<file path="src/rtl/axil_pkg.sv">
// AXI-Lite response codes shared by the register slave
// and the interconnect's invalid-address responders.
package axil_pkg;

    typedef logic [1:0] axil_resp_t;

    localparam axil_resp_t RESP_OKAY   = 2'b00;
    localparam axil_resp_t RESP_SLVERR = 2'b10;
    localparam axil_resp_t RESP_DECERR = 2'b11;

endpackage

</file>
<file path="src/rtl/axil_if.sv">
// AXI-Lite bundle: aw, w, b, ar and r channels with
// master and slave views.
interface axil_if #(
    parameter int ADDR_W = 32,
    parameter int DATA_W = 32
) ();

    logic [ADDR_W-1:0]     awaddr;
    logic                  awvalid;
    logic                  awready;
    logic [DATA_W-1:0]     wdata;
    logic [DATA_W/8-1:0]   wstrb;
    logic                  wvalid;
    logic                  wready;
    axil_pkg::axil_resp_t  bresp;
    logic                  bvalid;
    logic                  bready;
    logic [ADDR_W-1:0]     araddr;
    logic                  arvalid;
    logic                  arready;
    logic [DATA_W-1:0]     rdata;
    axil_pkg::axil_resp_t  rresp;
    logic                  rvalid;
    logic                  rready;

    modport s_axil (
        input  awaddr, awvalid, output awready,
        input  wdata, wstrb, wvalid, output wready,
        output bresp, bvalid, input bready,
        input  araddr, arvalid, output arready,
        output rdata, rresp, rvalid, input rready
    );

    modport m_axil (
        output awaddr, awvalid, input awready,
        output wdata, wstrb, wvalid, input wready,
        input  bresp, bvalid, output bready,
        output araddr, arvalid, input arready,
        input  rdata, rresp, rvalid, output rready
    );

endinterface

</file>
<file path="src/rtl/axil_reg_slave.sv">
// AXI-Lite register bank: independent AW/W capture slots with
// byte strobes, registered read path, SLVERR on out-of-range.
module axil_reg_slave
    import axil_pkg::*;
#(
    parameter int                    NUM_REGS       = 16,
    parameter int                    AXI_DATA_WIDTH = 32,
    parameter int                    AXI_ADDR_WIDTH = 32,
    parameter logic [AXI_DATA_WIDTH-1:0] RESET_VALUE = 32'h0
) (
    input  logic                     aclk,
    input  logic                     aresetn,
    axil_if.s_axil                   s_axil,
    output logic [NUM_REGS-1:0][AXI_DATA_WIDTH-1:0] regs,
    output logic [NUM_REGS-1:0]      reg_wr_stb
);

    localparam int LOG2 = $clog2(NUM_REGS);
    localparam int IW   = (LOG2 > 0) ? LOG2 : 1;
    localparam int NB   = AXI_DATA_WIDTH / 8;

    typedef logic [AXI_ADDR_WIDTH-1:0] addr_t;

    function automatic logic [IW-1:0] f_idx(input addr_t a);
        return (NUM_REGS == 1) ? '0 : IW'(a >> 2);
    endfunction

    function automatic logic f_in_range(input addr_t a);
        return (a >> (LOG2 + 2)) == '0;
    endfunction

    logic                      r_aw_held;
    addr_t                     r_awaddr;
    logic                      r_w_held;
    logic [AXI_DATA_WIDTH-1:0] r_wdata;
    logic [NB-1:0]             r_wstrb;
    logic                      r_bvalid;
    axil_resp_t                r_bresp;
    logic                      r_rvalid;
    logic [AXI_DATA_WIDTH-1:0] r_rdata;
    axil_resp_t                r_rresp;

    logic                      w_aw_hs;
    logic                      w_w_hs;
    logic                      w_ar_hs;
    logic                      w_commit;
    addr_t                     w_waddr;
    logic [AXI_DATA_WIDTH-1:0] w_wdata;
    logic [NB-1:0]             w_wstrb;
    logic [IW-1:0]             w_widx;
    logic                      w_win;
    logic [IW-1:0]             w_ridx;
    logic                      w_rin;

    assign s_axil.awready = aresetn & ~r_aw_held & ~r_bvalid;
    assign s_axil.wready  = aresetn & ~r_w_held & ~r_bvalid;
    assign s_axil.arready = aresetn & ~r_rvalid;
    assign s_axil.bvalid  = r_bvalid;
    assign s_axil.bresp   = r_bresp;
    assign s_axil.rvalid  = r_rvalid;
    assign s_axil.rdata   = r_rdata;
    assign s_axil.rresp   = r_rresp;

    assign w_aw_hs  = s_axil.awvalid & s_axil.awready;
    assign w_w_hs   = s_axil.wvalid & s_axil.wready;
    assign w_ar_hs  = s_axil.arvalid & s_axil.arready;
    assign w_commit = (r_aw_held | w_aw_hs) & (r_w_held | w_w_hs);

    // A held beat takes priority; the live bus is used otherwise.
    assign w_waddr = r_aw_held ? r_awaddr : s_axil.awaddr;
    assign w_wdata = r_w_held ? r_wdata : s_axil.wdata;
    assign w_wstrb = r_w_held ? r_wstrb : s_axil.wstrb;
    assign w_widx  = f_idx(w_waddr);
    assign w_win   = f_in_range(w_waddr);
    assign w_ridx  = f_idx(s_axil.araddr);
    assign w_rin   = f_in_range(s_axil.araddr);

    always_ff @(posedge aclk) begin
        if (!aresetn) begin
            regs       <= {NUM_REGS{RESET_VALUE}};
            reg_wr_stb <= '0;
            r_aw_held  <= 1'b0;
            r_awaddr   <= '0;
            r_w_held   <= 1'b0;
            r_wdata    <= '0;
            r_wstrb    <= '0;
            r_bvalid   <= 1'b0;
            r_bresp    <= RESP_OKAY;
        end else begin
            reg_wr_stb <= '0;
            if (r_bvalid && s_axil.bready) begin
                r_bvalid <= 1'b0;
            end
            if (w_commit) begin
                r_aw_held <= 1'b0;
                r_w_held  <= 1'b0;
                r_bvalid  <= 1'b1;
                r_bresp   <= w_win ? RESP_OKAY : RESP_SLVERR;
                if (w_win) begin
                    reg_wr_stb[w_widx] <= 1'b1;
                    for (int k = 0; k < NB; k++) begin
                        if (w_wstrb[k]) begin
                            regs[w_widx][8*k +: 8] <= w_wdata[8*k +: 8];
                        end
                    end
                end
            end else begin
                if (w_aw_hs) begin
                    r_aw_held <= 1'b1;
                    r_awaddr  <= s_axil.awaddr;
                end
                if (w_w_hs) begin
                    r_w_held <= 1'b1;
                    r_wdata  <= s_axil.wdata;
                    r_wstrb  <= s_axil.wstrb;
                end
            end
        end
    end

    // Reads sample regs before any same-edge write lands.
    always_ff @(posedge aclk) begin
        if (!aresetn) begin
            r_rvalid <= 1'b0;
            r_rdata  <= '0;
            r_rresp  <= RESP_OKAY;
        end else begin
            if (r_rvalid && s_axil.rready) begin
                r_rvalid <= 1'b0;
            end
            if (w_ar_hs) begin
                r_rvalid <= 1'b1;
                r_rdata  <= w_rin ? regs[w_ridx] : '0;
                r_rresp  <= w_rin ? RESP_OKAY : RESP_SLVERR;
            end
        end
    end

endmodule
</file>
<file path="src/flat_wrapper.sv">
// flat-port wrapper written by rule: the top's interface ports become plain ports
module axil_reg_slave_flat import axil_pkg::*;
#(
    parameter int                    NUM_REGS       = 16,
    parameter int                    AXI_DATA_WIDTH = 32,
    parameter int                    AXI_ADDR_WIDTH = 32,
    parameter logic [AXI_DATA_WIDTH-1:0] RESET_VALUE = 32'h0
)
  (aclk, aresetn, regs, reg_wr_stb, s_axil_awaddr, s_axil_awvalid, s_axil_awready, s_axil_wdata, s_axil_wstrb, s_axil_wvalid, s_axil_wready, s_axil_bresp, s_axil_bvalid, s_axil_bready, s_axil_araddr, s_axil_arvalid, s_axil_arready, s_axil_rdata, s_axil_rresp, s_axil_rvalid, s_axil_rready);
  axil_if s_axil_i ();
  input  logic aclk;
  input  logic aresetn;
  output logic [NUM_REGS-1:0][AXI_DATA_WIDTH-1:0] regs;
  output logic [NUM_REGS-1:0] reg_wr_stb;
  input wire logic [$bits(s_axil_i.awaddr)-1:0] s_axil_awaddr;
  input wire logic [$bits(s_axil_i.awvalid)-1:0] s_axil_awvalid;
  output wire logic [$bits(s_axil_i.awready)-1:0] s_axil_awready;
  input wire logic [$bits(s_axil_i.wdata)-1:0] s_axil_wdata;
  input wire logic [$bits(s_axil_i.wstrb)-1:0] s_axil_wstrb;
  input wire logic [$bits(s_axil_i.wvalid)-1:0] s_axil_wvalid;
  output wire logic [$bits(s_axil_i.wready)-1:0] s_axil_wready;
  output wire logic [$bits(s_axil_i.bresp)-1:0] s_axil_bresp;
  output wire logic [$bits(s_axil_i.bvalid)-1:0] s_axil_bvalid;
  input wire logic [$bits(s_axil_i.bready)-1:0] s_axil_bready;
  input wire logic [$bits(s_axil_i.araddr)-1:0] s_axil_araddr;
  input wire logic [$bits(s_axil_i.arvalid)-1:0] s_axil_arvalid;
  output wire logic [$bits(s_axil_i.arready)-1:0] s_axil_arready;
  output wire logic [$bits(s_axil_i.rdata)-1:0] s_axil_rdata;
  output wire logic [$bits(s_axil_i.rresp)-1:0] s_axil_rresp;
  output wire logic [$bits(s_axil_i.rvalid)-1:0] s_axil_rvalid;
  input wire logic [$bits(s_axil_i.rready)-1:0] s_axil_rready;
  assign s_axil_i.awaddr = s_axil_awaddr;
  assign s_axil_i.awvalid = s_axil_awvalid;
  assign s_axil_awready = s_axil_i.awready;
  assign s_axil_i.wdata = s_axil_wdata;
  assign s_axil_i.wstrb = s_axil_wstrb;
  assign s_axil_i.wvalid = s_axil_wvalid;
  assign s_axil_wready = s_axil_i.wready;
  assign s_axil_bresp = s_axil_i.bresp;
  assign s_axil_bvalid = s_axil_i.bvalid;
  assign s_axil_i.bready = s_axil_bready;
  assign s_axil_i.araddr = s_axil_araddr;
  assign s_axil_i.arvalid = s_axil_arvalid;
  assign s_axil_arready = s_axil_i.arready;
  assign s_axil_rdata = s_axil_i.rdata;
  assign s_axil_rresp = s_axil_i.rresp;
  assign s_axil_rvalid = s_axil_i.rvalid;
  assign s_axil_i.rready = s_axil_rready;
  axil_reg_slave #(.NUM_REGS(NUM_REGS), .AXI_DATA_WIDTH(AXI_DATA_WIDTH), .AXI_ADDR_WIDTH(AXI_ADDR_WIDTH), .RESET_VALUE(RESET_VALUE)) u_core (.aclk(aclk), .aresetn(aresetn), .s_axil(s_axil_i), .regs(regs), .reg_wr_stb(reg_wr_stb));
endmodule
</file>
<file path="config.mk">
export PLATFORM = sky130hd
export DESIGN_NAME = axil_reg_slave_flat
export DESIGN_NICKNAME = d
export VERILOG_FILES = /design/src/rtl/axil_pkg.sv /design/src/rtl/axil_if.sv /design/src/rtl/axil_reg_slave.sv /design/src/flat_wrapper.sv
export SDC_FILE = /design/constraint.sdc
export NUM_CORES = 1
export LEC_CHECK = 0
export CELL_PAD_IN_SITES_DETAIL_PLACEMENT = 2
export CELL_PAD_IN_SITES_GLOBAL_PLACEMENT = 2
export CORE_MARGIN = 8
export CORE_UTILIZATION = 28
export CTS_CLUSTER_DIAMETER = 100
export DETAILED_ROUTE_END_ITERATION = 8
export PLACE_DENSITY = 0.77
export SETUP_SLACK_MARGIN = 0.02
export SYNTH_ARGS = -nofsm -noshare
export SYNTH_HDL_FRONTEND = slang
export SYNTH_SLANG_ARGS = --single-unit
</file>
<file path="constraint.sdc">
create_clock -name aclk -period 2.55 [get_ports aclk]
set_clock_uncertainty 0.2 [all_clocks]
set_input_delay 0.255 -clock aclk [delete_from_list [all_inputs] [get_ports aclk]]
set_output_delay 0.255 -clock aclk [all_outputs]
set_load 0.03 [all_outputs]
</file>
== Word level (Yosys, flattened, before mapping) ==
Cells that the tools add are included.

* RAM bits: 0
* ROM bits: 0
* Latch bits: 0
* Input bits: 107
* Flip-flop bits (word level): 636
* Memories: 0
* Logic and storage cells: 98
* Output and inout bits: 569

* $lt $le $gt $ge: 3
* Reduce and logical (&&, ||, !) cells: 12
* Multiplexer cells: 39
* $add $sub $neg: 0
* Multipliers: 0
* Shifts and indexed selects: 0
* Divide/modulo/power cells: 0
* Equality and inequality tests: 0
* Bitwise gates (word level): 17

{| class="wikitable"
|+ Operators with widths
! operator !! number
|-
| $mux W512 || 13
|-
| $bwmux W512 || 4
|-
| $demux W32 S4 || 4
|-
| $mux W32 || 5
|-
| $bmux W32 S4 || 1
|-
| $logic_not A32 Y1 || 2
|-
| $mux W24 || 1
|-
| $mux W16 || 1
|-
| $lt A4 B5 Y1 const B || 2
|-
| $and A1 B1 Y1 || 9
|-
| $mux W8 || 1
|-
| $not A1 Y1 || 6
|-
| $reduce_and A2 Y1 || 3
|-
| $mux W1 || 5
|-
| $demux W1 S4 || 1
|-
| $ge A4 B1 Y1 const B || 1
|-
| $mux W2 || 2
|-
| $mux W4 || 1
|-
| $reduce_bool A2 Y1 || 2
|-
| $logic_and A1 B1 Y1 || 3
|-
| $reduce_and A3 Y1 || 1
|-
| $or A1 B1 Y1 || 2
|-
| $reduce_or A2 Y1 || 1
|}

== Depth between registers and ports, before layout ==
Gate-level depths: netlist (run 1).

* Depth in word-level cells: 22
* Gate-level depth with buffers: 8
* Gate-level depth less buffers: 5

== Worst setup path after synthesis (run 1) ==
No wires, ideal clock.

* Path kind: reg2reg
* From: reg u_core.r_awaddr[23]
* To: reg u_core.regs[482] in the netlist's numbering
* Stages on the path, launching flop included: 7
* Path buffers: 1
* Data arrival time: 2384 ps
* Setup time: 72 ps
* Period minus slack after synthesis: 2656 ps
* Setup slack: -106 ps
* Required time: 2278 ps
* Cell sequence: dfxtp_1 nor4_1 nand3_2 buf_6 a2111o_1 a211oi_4 mux2i_1

* Longest elaborated chain between the ends: 3

{| class="wikitable"
|+ Ends and longest elaborated chain
! what !! RTL line !! text
|-
| start: declaration || axil_reg_slave.sv:33 || <nowiki>addr_t r_awaddr;</nowiki>
|-
| start signal: assignment || axil_reg_slave.sv:110 || <nowiki>r_awaddr <= s_axil.awaddr;</nowiki>
|-
| $mux W32 || axil_reg_slave.sv:70 || <nowiki>assign w_waddr = r_aw_held ? r_awaddr : s_axil.awaddr;</nowiki>
|-
| $logic_not A32 Y1 || axil_reg_slave.sv:29 || <nowiki>return (a >> (LOG2 + 2)) == '0;</nowiki>
|-
| $reduce_and A2 Y1 (no line) || n/a ||
|-
| end signal: assignment || axil_reg_slave.sv:80 || <nowiki>regs <= {NUM_REGS{RESET_VALUE}};</nowiki>
|-
| end signal: indexed assignment || axil_reg_slave.sv:103 || <nowiki>regs[w_widx][8*k +: 8] <= w_wdata[8*k +: 8];</nowiki>
|-
| end: declaration || axil_reg_slave.sv:14 || <nowiki>output logic [NUM_REGS-1:0][AXI_DATA_WIDTH-1:0] regs,</nowiki>
|}

Every way passes these cells.
A chain may end at the register's enable or synchronous reset.

== Worst setup path in the final report (run 1) ==
* From: reg u_core.r_awaddr[7]
* To: reg u_core.regs[488] in the netlist's numbering

The elaborated chain is that of the path after synthesis.

==> impl_metrics.yaml, run 1 <==
outcome:
  status: "finished with violations"
  violations: "negative setup slack"
worst_setup_path:
  worstSetupStartpoint: "u_core.r_awaddr[7]$_SDFFE_PN0P_"
  rr_startpoint: "u_core.r_awaddr[7]$_SDFFE_PN0P_"
  required_ns: 2.89
  start_kind: "register"
  cp_slowest_cell: "nor4_1"
  worst_ep_arrival_time_ns: 2.93
  critPathMaxStageDelay_ns: 0.41
  path_class: "reg2reg"
  path_cells: "nor4_1 > nand3b_1 > or3_1 > buf_4 > a211oi_4 > buf_12 > mux2i_4"
  endpoint_kind: "register"
  path_max_fanout: 8
clock_network:
  worstSkewPairLatency_ns: 0.62
  path_clk_slew_ns: 0.06
  clock-sinks: 632
  clockBufferDepth: 3
  cts_tree: "built"
  clockRootBuffer: "clkbuf_16"
  cts.htree.levels: 3
  numCtsBuffers: 77
finish:
  layout_commonest_cell: "clkdlybuf4s50_1"
  fin_nets: 3440
  drive_gt1_frac: 0.1846
  layout_common_cells: "clkdlybuf4s50_1, nand2_1, dfxtp_1"
  area.growth.synth_to_final_pct: 48.20
  postLayoutCellArea_um2: 41150
  final_cell_count_no_fill: 4686
sta:
  relSlewSlack: 0.4289
  finalHoldViolations: 0
  setup_slack_ns: -0.04346
  rsz0062_at_grt: "yes"
  finalCritPeriodShare: 1.017
  tightest_slew_ns: 0.8566
  worst_hold_slack_ns: 0.03726
  setup_viol: 7
  finalSetupTns_ns: -0.1203
  slew_viol_final: 0
  clock.fmax_mhz: 385.6
  period_needed_ns: 2.593
pwr:
  p_leak_nw: 17.47
  peakVddDrop_v: 0.0004395
  powerDensity_nw_per_um2: 562.1
  p_total_w: 0.02313
global_routing:
  grt.overflow.total: 0
  grt_pass1_vias: 26835
  antenna_found_initial: 8
  track_usage: 0.2390
  grt_max_degree: 158
  grt_pass1_wl_um: 193400
detailed_routing:
  via_count: 24112
  drt_wl_total_um: 136400
  via_per_inst: 5.146
  first_pass_iters: 5
  avgRoutedWirePerCell_um: 29.11
  antenna_left: 0
  drt-initial-drc-count: 1241
  drc: 0
placement:
  dp.cells: 4482
  io_buffers: 669
  routabilityCongestion: 0.8045
  placed_area_um2: 37730
  hpwl_um: 99360
synth:
  synth_cells: 2522
  ys_ff_latch: 632
  async_reset_ff_frac: 0
  synth_edf_count: 0
  netlist_area_um2: 27770
  syn_area_per_cell_um2: 11.01
  ys_types: 44
  yosysSeqAreaShare: 0.4556
  synthFlopType: "dfxtp_1"
  ys_warn_count: 0
floorplan:
  core_um2: 98420
  start_util: 0.2822
  die_y_um: 330.9
  dieArea_um2: 109500
  die_x_um: 330.9
  std_cell_rows: 115
  boundaryPins: 676
min_path:
  min_path_type: "in2reg"
  hp-start: "s_axil_wdata[28]"
flow_run:
  cap_violations: 0
-- worst max-delay path, delay by kind of cell, from the launching register on --
family          cells  cell delay [ns]
flops               1             0.32
simple gates        3             1.04
compound gates      1             0.29
buf+inv             2             0.40
mux                 1             0.23
-- report_power, final --
| part | switching (W) | internal, W |
|---|---|---|
| clock | 0.00458 | 0.00666 |
| sequential | 0.0000427 | 0.00992 |
| combinational | 0.00118 | 0.000745 |
| total | 0.00581 | 0.0173 |
-- metrics by stage --
| stage | worst slack (ns) | utilization |
|---|---|---|
| 2_1_floorplan | -0.03817 | - |
| 3_3_place_gp | -0.3823 | 0.3834 |
| 3_5_place_dp | -0.4523 | 0.3834 |
| 4_1_cts | -0.007803 | 0.4158 |
| 5_1_grt | -0.1102 | 0.4181 |
| 6_report | -0.04346 | 0.4182 |
-- final timing paths --
path	slack (ns)	depth (start not counted)	to
setup / recovery	-0.04	7	u_core.regs[488]$_SDFFE_PN0P_
hold / removal	0.04	3	u_core.r_wdata[28]$_SDFFE_PN0P_
setup reg to reg	-0.04	7	u_core.regs[488]$_SDFFE_PN0P_
hold reg to reg	0.25	2	u_core.r_wstrb[2]$_SDFFE_PN0P_
-- synth_stat cells, types with 6 or more instances --
| master | count | share of area |
|---|---|---|
| nor3_1 | 7 | 0.0013 |
| o211ai_4 | 32 | 0.025 |
| mux2i_1 | 542 | 0.20 |
| dfxtp_1 | 632 | 0.46 |
| nand2_1 | 653 | 0.088 |
| clkbuf_1 | 148 | 0.020 |
| buf_2 | 6 | 0.0011 |
| and3_1 | 15 | 0.0034 |
| a2111oi_2 | 7 | 0.0038 |
| a2111oi_4 | 8 | 0.0079 |
| mux4_2 | 160 | 0.13 |
| o21ai_0 | 32 | 0.0058 |
| nor2_1 | 40 | 0.0054 |
| inv_1 | 42 | 0.0057 |
| mux2_2 | 36 | 0.015 |
| a21oi_1 | 40 | 0.0072 |
| a31oi_1 | 6 | 0.0014 |
| nor4_1 | 13 | 0.0029 |
| o211ai_1 | 28 | 0.0076 |
| buf_1 | 32 | 0.0043 |
-- flip-flops by register name, indices dropped and copies added (netlist names), 4 cells and up --
register / count
u_core.regs: 512
u_core.r_wdata: 32
u_core.s_axil.rdata: 32
u_core.r_awaddr: 30
u_core.reg_wr_stb: 16
u_core.r_wstrb: 4
-- logic make-up (layout without fill, tap and decap cells) --
group / after synthesis / in the layout / synth area share
AOI/OAI and AO/OA: 165 / 165 / 0.06349
buffers and inverters: 233 / 1101 / 0.03244
other: 1 / 10 / 0.0001350
muxes: 738 / 738 / 0.3397
DFF: 632 / 632 / 0.4556
and+or+nand+nor: 753 / 753 / 0.1086
-- per-layer routing --
metal,vias to the layer above,GRT usage,wire [µm]
met5,-,0,13
met1,12574,0.2699,52560
met2,743,0.4341,70950
met3,246,0.04791,7366
li1,10547,-,-
met4,2,0.1039,5501
-- area by class of cell --
class | instances | area [µm²]
Clock inverter | 31 | 329.1
Multi-Input combinational cell | 1658 | 14490
Timing Repair Buffer | 921 | 9651
Antenna cell | 8 | 20.02
Fill cell | 10116 | 57260
Sequential cell | 632 | 12660
Inverter | 43 | 162.7
Clock buffer | 106 | 2237
Tap cell | 1287 | 1610
-- repair_timing --
action,4_1_cts,5_1_grt
endpoints found under the hold margin,70,0
setup buffers,5,16
setup endpoints to repair,338,425
gates resized for setup,29,14
pin swaps,9,12
gates cloned,3,1
hold buffers,34,0
No activity file was read; power rests on OpenSTA's default activity.
==> run 2, diff against run 1 <==
- CELL_PAD_IN_SITES_DETAIL_PLACEMENT: 2 -> default
- CELL_PAD_IN_SITES_GLOBAL_PLACEMENT: 2 -> default
- CORE_UTILIZATION: 28 -> 40
- PLACE_DENSITY: 0.77 -> 0.71
- REMOVE_ABC_BUFFERS: default -> 1
==> run 2 against run 1 <==
The flow finishes with violations (negative hold slack, negative setup slack). Count of clock-buffer cells in the layout down 10. Final cell count down 9.0%. First-iteration DRC count increased by 43%. Maximum frequency rose by 0.70%. Via count fell by 2.4%. Core utilization increased by 16 points. Sequential share of layout area up 1.1 points. Final area shrank 3.5%. Routed wire length fell by 18%. Global-route usage is 3.4 points higher. Critical path type unchanged.
==> impl_metrics.yaml, run 2 (same netlist as run 1, synthesis figures left out) <==
sta:
  setup_viol: 4
  finalCritPeriodShare: 1.010
  period_needed_ns: 2.575
  tightest_slew_ns: 1.187
  clock.fmax_mhz: 388.3
  setup_slack_ns: -0.02548
  rsz0062_at_grt: "yes"
  relSlewSlack: 0.2089
  finalHoldViolations: 3
  slew_viol_final: 0
  worst_hold_slack_ns: -0.1992
worst_setup_path:
  path_max_fanout: 8
  critPathMaxStageDelay_ns: 0.47
  endpoint_kind: "register"
  path_cells: "nor4_2 > buf_4 > nand3_4 > buf_12 > a2111oi_2 > buf_4 > o211ai_1 > buf_12 > mux2i_1"
  cp_top_family: "buffers and inverters"
  required_ns: 2.80
  start_kind: "register"
  path_class: "reg2reg"
  cp_slowest_cell: "a2111oi_2"
  path_buf_inv: 4
  worst_ep_arrival_time_ns: 2.82
global_routing:
  gr-usage-met2: 0.4634
  grt_max_degree: 228
  met3_usage: 0.06091
  track_usage: 0.2727
  met1_usage: 0.3313
  grt.busiest_layer: "met2"
  antenna_found_initial: 15
  grt_pass1_vias: 24042
  grt.overflow.total: 0
  grt_pass1_wl_um: 162200
finish:
  layout_common_cells: "clkdlybuf4s50_1, nand2_1, dfxtp_1"
  final_cell_count_no_fill: 4264
  largest_reg_flops: 512
  area.growth.synth_to_final_pct: 43.07
  fin_nets: 3377
  postLayoutCellArea_um2: 39730
  utilization: 0.5783
  layout_commonest_cell: "clkdlybuf4s50_1"
  drive_gt1_frac: 0.1737
  largest-register: "u_core.regs"
placement:
  dp.cells: 4118
  hpwl_um: 82270
  routabilityCongestion: 0.9510
  placed_area_um2: 37010
  io_buffers: 669
floorplan:
  dieArea_um2: 78110
  die_x_um: 279.5
  start_util: 0.4042
  std_cell_rows: 96
  die_y_um: 279.5
  core_um2: 68710
  boundaryPins: 676
clock_network:
  worstSkewPairLatency_ns: 0.62
  cts.htree.levels: 3
  clockBufferDepth: 3
  numCtsBuffers: 70
  ctsHoldBuffers: 7
  cts_tree: "built"
  clockRootBuffer: "clkbuf_16"
  path_clk_slew_ns: 0.06
  clock-sinks: 632
outcome:
  status: "finished with violations"
  violations: "negative hold slack, negative setup slack"
detailed_routing:
  first_pass_iters: 7
  drt-initial-drc-count: 1772
  drt_wl_total_um: 111800
  via_per_inst: 5.517
  avgRoutedWirePerCell_um: 26.22
  antenna_left: 0
  drc: 0
  via_count: 23524
pwr:
  peakVddDrop_v: 0.0003752
  powerDensity_nw_per_um2: 547.5
  p_leak_nw: 17.00
flow_run:
  cap_violations: 0
min_path:
  min_path_type: "in2reg"
## run 2: cell count changes in the layout (fill, tap and decap cells not counted), moves of 5 or more
cell | previous run | this run
dlygate4sd3_1 | 34 | 7
buf_4 | 137 | 118
buf_12 | 66 | 53
clkbuf_8 | 18 | 8
clkinv_2 | 16 | 8
buf_6 | 11 | 18
clkbuf_1 | 10 | 17
clkbuf_16 | 80 | 75
## run 2: what timing repair did
action / CTS / global route
setup buffers: 3 / 3
gates resized for setup: 28 / 25
endpoints found under the hold margin: 10 / 3
pin swaps: 25 / 10
gates cloned: 1 / 0
endpoints found under the setup margin: 512 / 477
## run 2: routing by layer
metal / up-vias / wire length [µm]
met1: 11882 / 44510
met3: 257 / 7535
met2: 944 / 54570
li1: 10433 / -
met4: 8 / 5162
met5: - / 46
## run 2: report_power, final
part           total, W  switching, W  internal [W]
Clock            0.0100       0.00427       0.00575
Sequential      0.00995     0.0000382       0.00992
Combinational   0.00179       0.00109      0.000702
## run 2: final timing paths
| check | slack (ns) | to | depth (start not counted) | from |
|---|---|---|---|---|
| hold / removal | -0.20 | u_core.reg_wr_stb[12]$_SDFF_PN0_ | 2 | aresetn |
| setup reg to reg | -0.03 | u_core.regs[53]$_SDFFE_PN0P_ | 9 | u_core.r_awaddr[30]$_SDFFE_PN0P_ |
| setup / recovery | -0.03 | u_core.regs[53]$_SDFFE_PN0P_ | 9 | u_core.r_awaddr[30]$_SDFFE_PN0P_ |
| hold reg to reg | 0.25 | u_core.s_axil.rdata[14]$_SDFFE_PN0P_ | 2 | u_core.s_axil.rdata[14]$_SDFFE_PN0P_ |
## run 2: area by class of cell
type                       count  area (µm²)
multi-input combinational   1658       14440
clock inverter                28       322.8
clock buffer                  96        1951
fill                        5711       28980
antenna                       11       27.53
inverter                      43       162.7
timing repair buffer         865        8999
sequential                   632       12660
tap                          931        1165
## run 2: metrics by stage
step	setup TNS (ns)	total power (W)	setup WS [ns]	hold WS [ns]
global route	-14.57	0.02243	-0.1470	-0.2250
global placement	-486.12	0.01183	-1.157	0.2352
floorplan	-3786.32	0.01084	-8.478	0.1551
CTS	-0.5741	0.02192	-0.04446	-0.2295
detailed placement	-398.42	0.01187	-0.9539	0.2421
finish	-0.06091	0.02175	-0.02548	-0.1992
==> run 3, diff against run 2 <==
- CORE_MARGIN: 8 -> 4
==> run 3 against run 2 <==
The run ends with negative setup slack left. Via count decreased by 0.62%. Combinational power decreased by 4%. Clock power about the same. Critical path depth is the same. Flip-flop and latch count is the same. Power down 0.45%. Die area fell by 5.6%. Non-clock buffer count down 14. Final cell count down 0.26%. Sequential power barely moved. Setup slack gained 0.0062 ns. Critical path type unchanged.
==> impl_metrics.yaml, run 3 (same netlist as run 1, synthesis figures left out) <==
placement:
  place_ws_ns: -0.5650
  routabilityCongestion: 0.9068
  hpwl_um: 77130
  io_buffers: 669
sta:
  setup_viol: 2
  period_needed_ns: 2.569
  tightest_slew_ns: 0.9233
  clock.fmax_mhz: 389.2
  rsz0062_at_grt: "yes"
  finalSetupTns_ns: -0.02301
  slew_viol_final: 0
  setup_slack_ns: -0.01925
  finalCritPeriodShare: 1.008
  relSlewSlack: 0.3845
  finalHoldViolations: 0
worst_setup_path:
  cp_slowest_cell: "a2111o_1"
  critPathMaxStageDelay_ns: 0.39
  reg2reg_to: "u_core.regs[504]$_SDFFE_PN0P_"
  start_kind: "register"
  path_class: "reg2reg"
  endpoint_kind: "register"
  path_cells: "nor4_4 > buf_4 > nand3_4 > buf_12 > a2111o_1 > buf_6 > a211oi_4 > buf_12 > mux2i_2"
  path_max_fanout: 8
  worst_ep_arrival_time_ns: 2.89
  required_ns: 2.87
  rrSetupSlack_ns: -0.02
  crit_top_cell: "buf_12"
  rr_startpoint: "u_core.r_awaddr[30]$_SDFFE_PN0P_"
  ff2ff_path_depth: 9
detailed_routing:
  avgRoutedWirePerCell_um: 25.37
  drc: 0
  antenna_left: 0
  via_count: 23379
  first_pass_iters: 5
  drt-initial-drc-count: 1814
  drt_wl_total_um: 107900
  via_per_inst: 5.497
finish:
  area.growth.synth_to_final_pct: 42.30
  register_area_um2: 12660
  largest-register: "u_core.regs"
  fin_nets: 3362
  fillCellCount: 5706
  layout_commonest_cell: "clkdlybuf4s50_1"
  layout_common_cells: "clkdlybuf4s50_1, nand2_1, dfxtp_1"
  drive_gt1_frac: 0.1723
  multi_input_area_um2: 14430
  largest_reg_flops: 512
clock_network:
  worstSkewPairLatency_ns: 0.60
  path_clk_slew_ns: 0.06
  cts_tree: "built"
  clock-sinks: 632
  numCtsBuffers: 69
  clockBufferDepth: 3
  cts.htree.levels: 3
  clockRootBuffer: "clkbuf_16"
global_routing:
  grt_pass1_vias: 23718
  antenna_found_initial: 16
  track_usage: 0.2813
  grt.overflow.total: 0
  grt_pass1_wl_um: 158000
  grt_max_degree: 125
min_path:
  hold_end: "u_core.r_wdata[4]$_SDFFE_PN0P_"
  hp-start: "s_axil_wdata[4]"
  holdPathStages: 3
  min_path_type: "in2reg"
flow_run:
  cap_violations: 0
floorplan:
  start_util: 0.4042
  dieArea_um2: 73700
  core_um2: 68710
  std_cell_rows: 96
  die_y_um: 271.5
  die_x_um: 271.5
  boundaryPins: 676
outcome:
  status: "finished with violations"
  violations: "negative setup slack"
pwr:
  peakVddDrop_v: 0.0004871
  p_total_w: 0.02166
  p_leak_nw: 16.90
  powerDensity_nw_per_um2: 548.1
## run 3: cell count changes in the layout (fill, tap and decap cells not counted), sizes merged
cell and change:
clkinv +3, inv -4, dlygate4sd3 -4, buf -8, diode +2
## run 3: final cells by class
cell class / instances / share of cell area
Clock buffer: 98 / 0.05082
Tap cell: 931 / 0.02948
Timing Repair Buffer: 851 / 0.2228
Clock inverter: 27 / 0.006460
Sequential cell: 632 / 0.3203
Multi-Input combinational cell: 1658 / 0.3652
Antenna cell: 13 / 0.0008233
Inverter: 43 / 0.004116
## run 3: layer usage
metal	routed length [µm]	up-vias	GRT usage
met5	42	-	0
met4	5464	6	0.1277
li1	-	10380	-
met1	41980	11716	0.3381
met2	53450	977	0.4824
met3	6975	300	0.06302
## run 3: power by group
group	leakage (nW)	switching [W]	internal, W	total, W
Combinational	10.7	0.00106	0.000658	0.00172
Clock	1.12	0.00416	0.00583	0.00998
Sequential	5.09	0.0000382	0.00991	0.00995
Total	16.9	0.00526	0.0164	0.0217
## run 3: through the flow
stage	hold slack, ns	utilization	instance area [µm²]	cells
finish	0.04082	0.5751	39510	4253
global route	0.01897	0.5750	39510	4250
floorplan	0.1551	-	27030	2333
CTS	0.0004876	0.5722	39320	4237
detailed placement	0.2433	0.5367	36870	4109
global placement	0.2373	0.5367	36870	4109
## run 3: worst max-delay path: cells and delay by family, from the launching register on
family                 cells  cell delay [ns]
flip-flops                 1             0.34
multiplexers               1             0.23
AO/OA/AOI/OAI              2             0.64
AND/OR/NAND/NOR            2             0.38
buffers and inverters      4             0.68
## run 3: timing repair
item                                    4_1_cts  5_1_grt
pin swaps                                    12       15
endpoints found under the hold margin         3        0
gates cloned                                  0        1
setup buffers                                 0        2
endpoints found under the setup margin      501      436
gates resized for setup                      23       25
hold buffers                                  3        0
## run 3: how the worst max path moves through the flow
stage	startpoint	end	slack, ns	cells past startpoint
after global routing	u_core.r_awaddr[30]$_SDFFE_PN0P_	u_core.regs[106]$_SDFFE_PN0P_	-0.11	9
after detailed placement	s_axil_awaddr[23]	u_core.regs[73]$_SDFFE_PN0P_	-0.57	10
after global placement	s_axil_awaddr[25]	u_core.regs[72]$_SDFFE_PN0P_	-0.72	10
after CTS	u_core.r_awaddr[30]$_SDFFE_PN0P_	u_core.regs[367]$_SDFFE_PN0P_	-0.005	9
final	u_core.r_awaddr[30]$_SDFFE_PN0P_	u_core.regs[504]$_SDFFE_PN0P_	-0.02	9
after floorplan	u_core.r_aw_held$_SDFFE_PP0P_	u_core.regs[0]$_SDFFE_PN0P_	-8.48	5
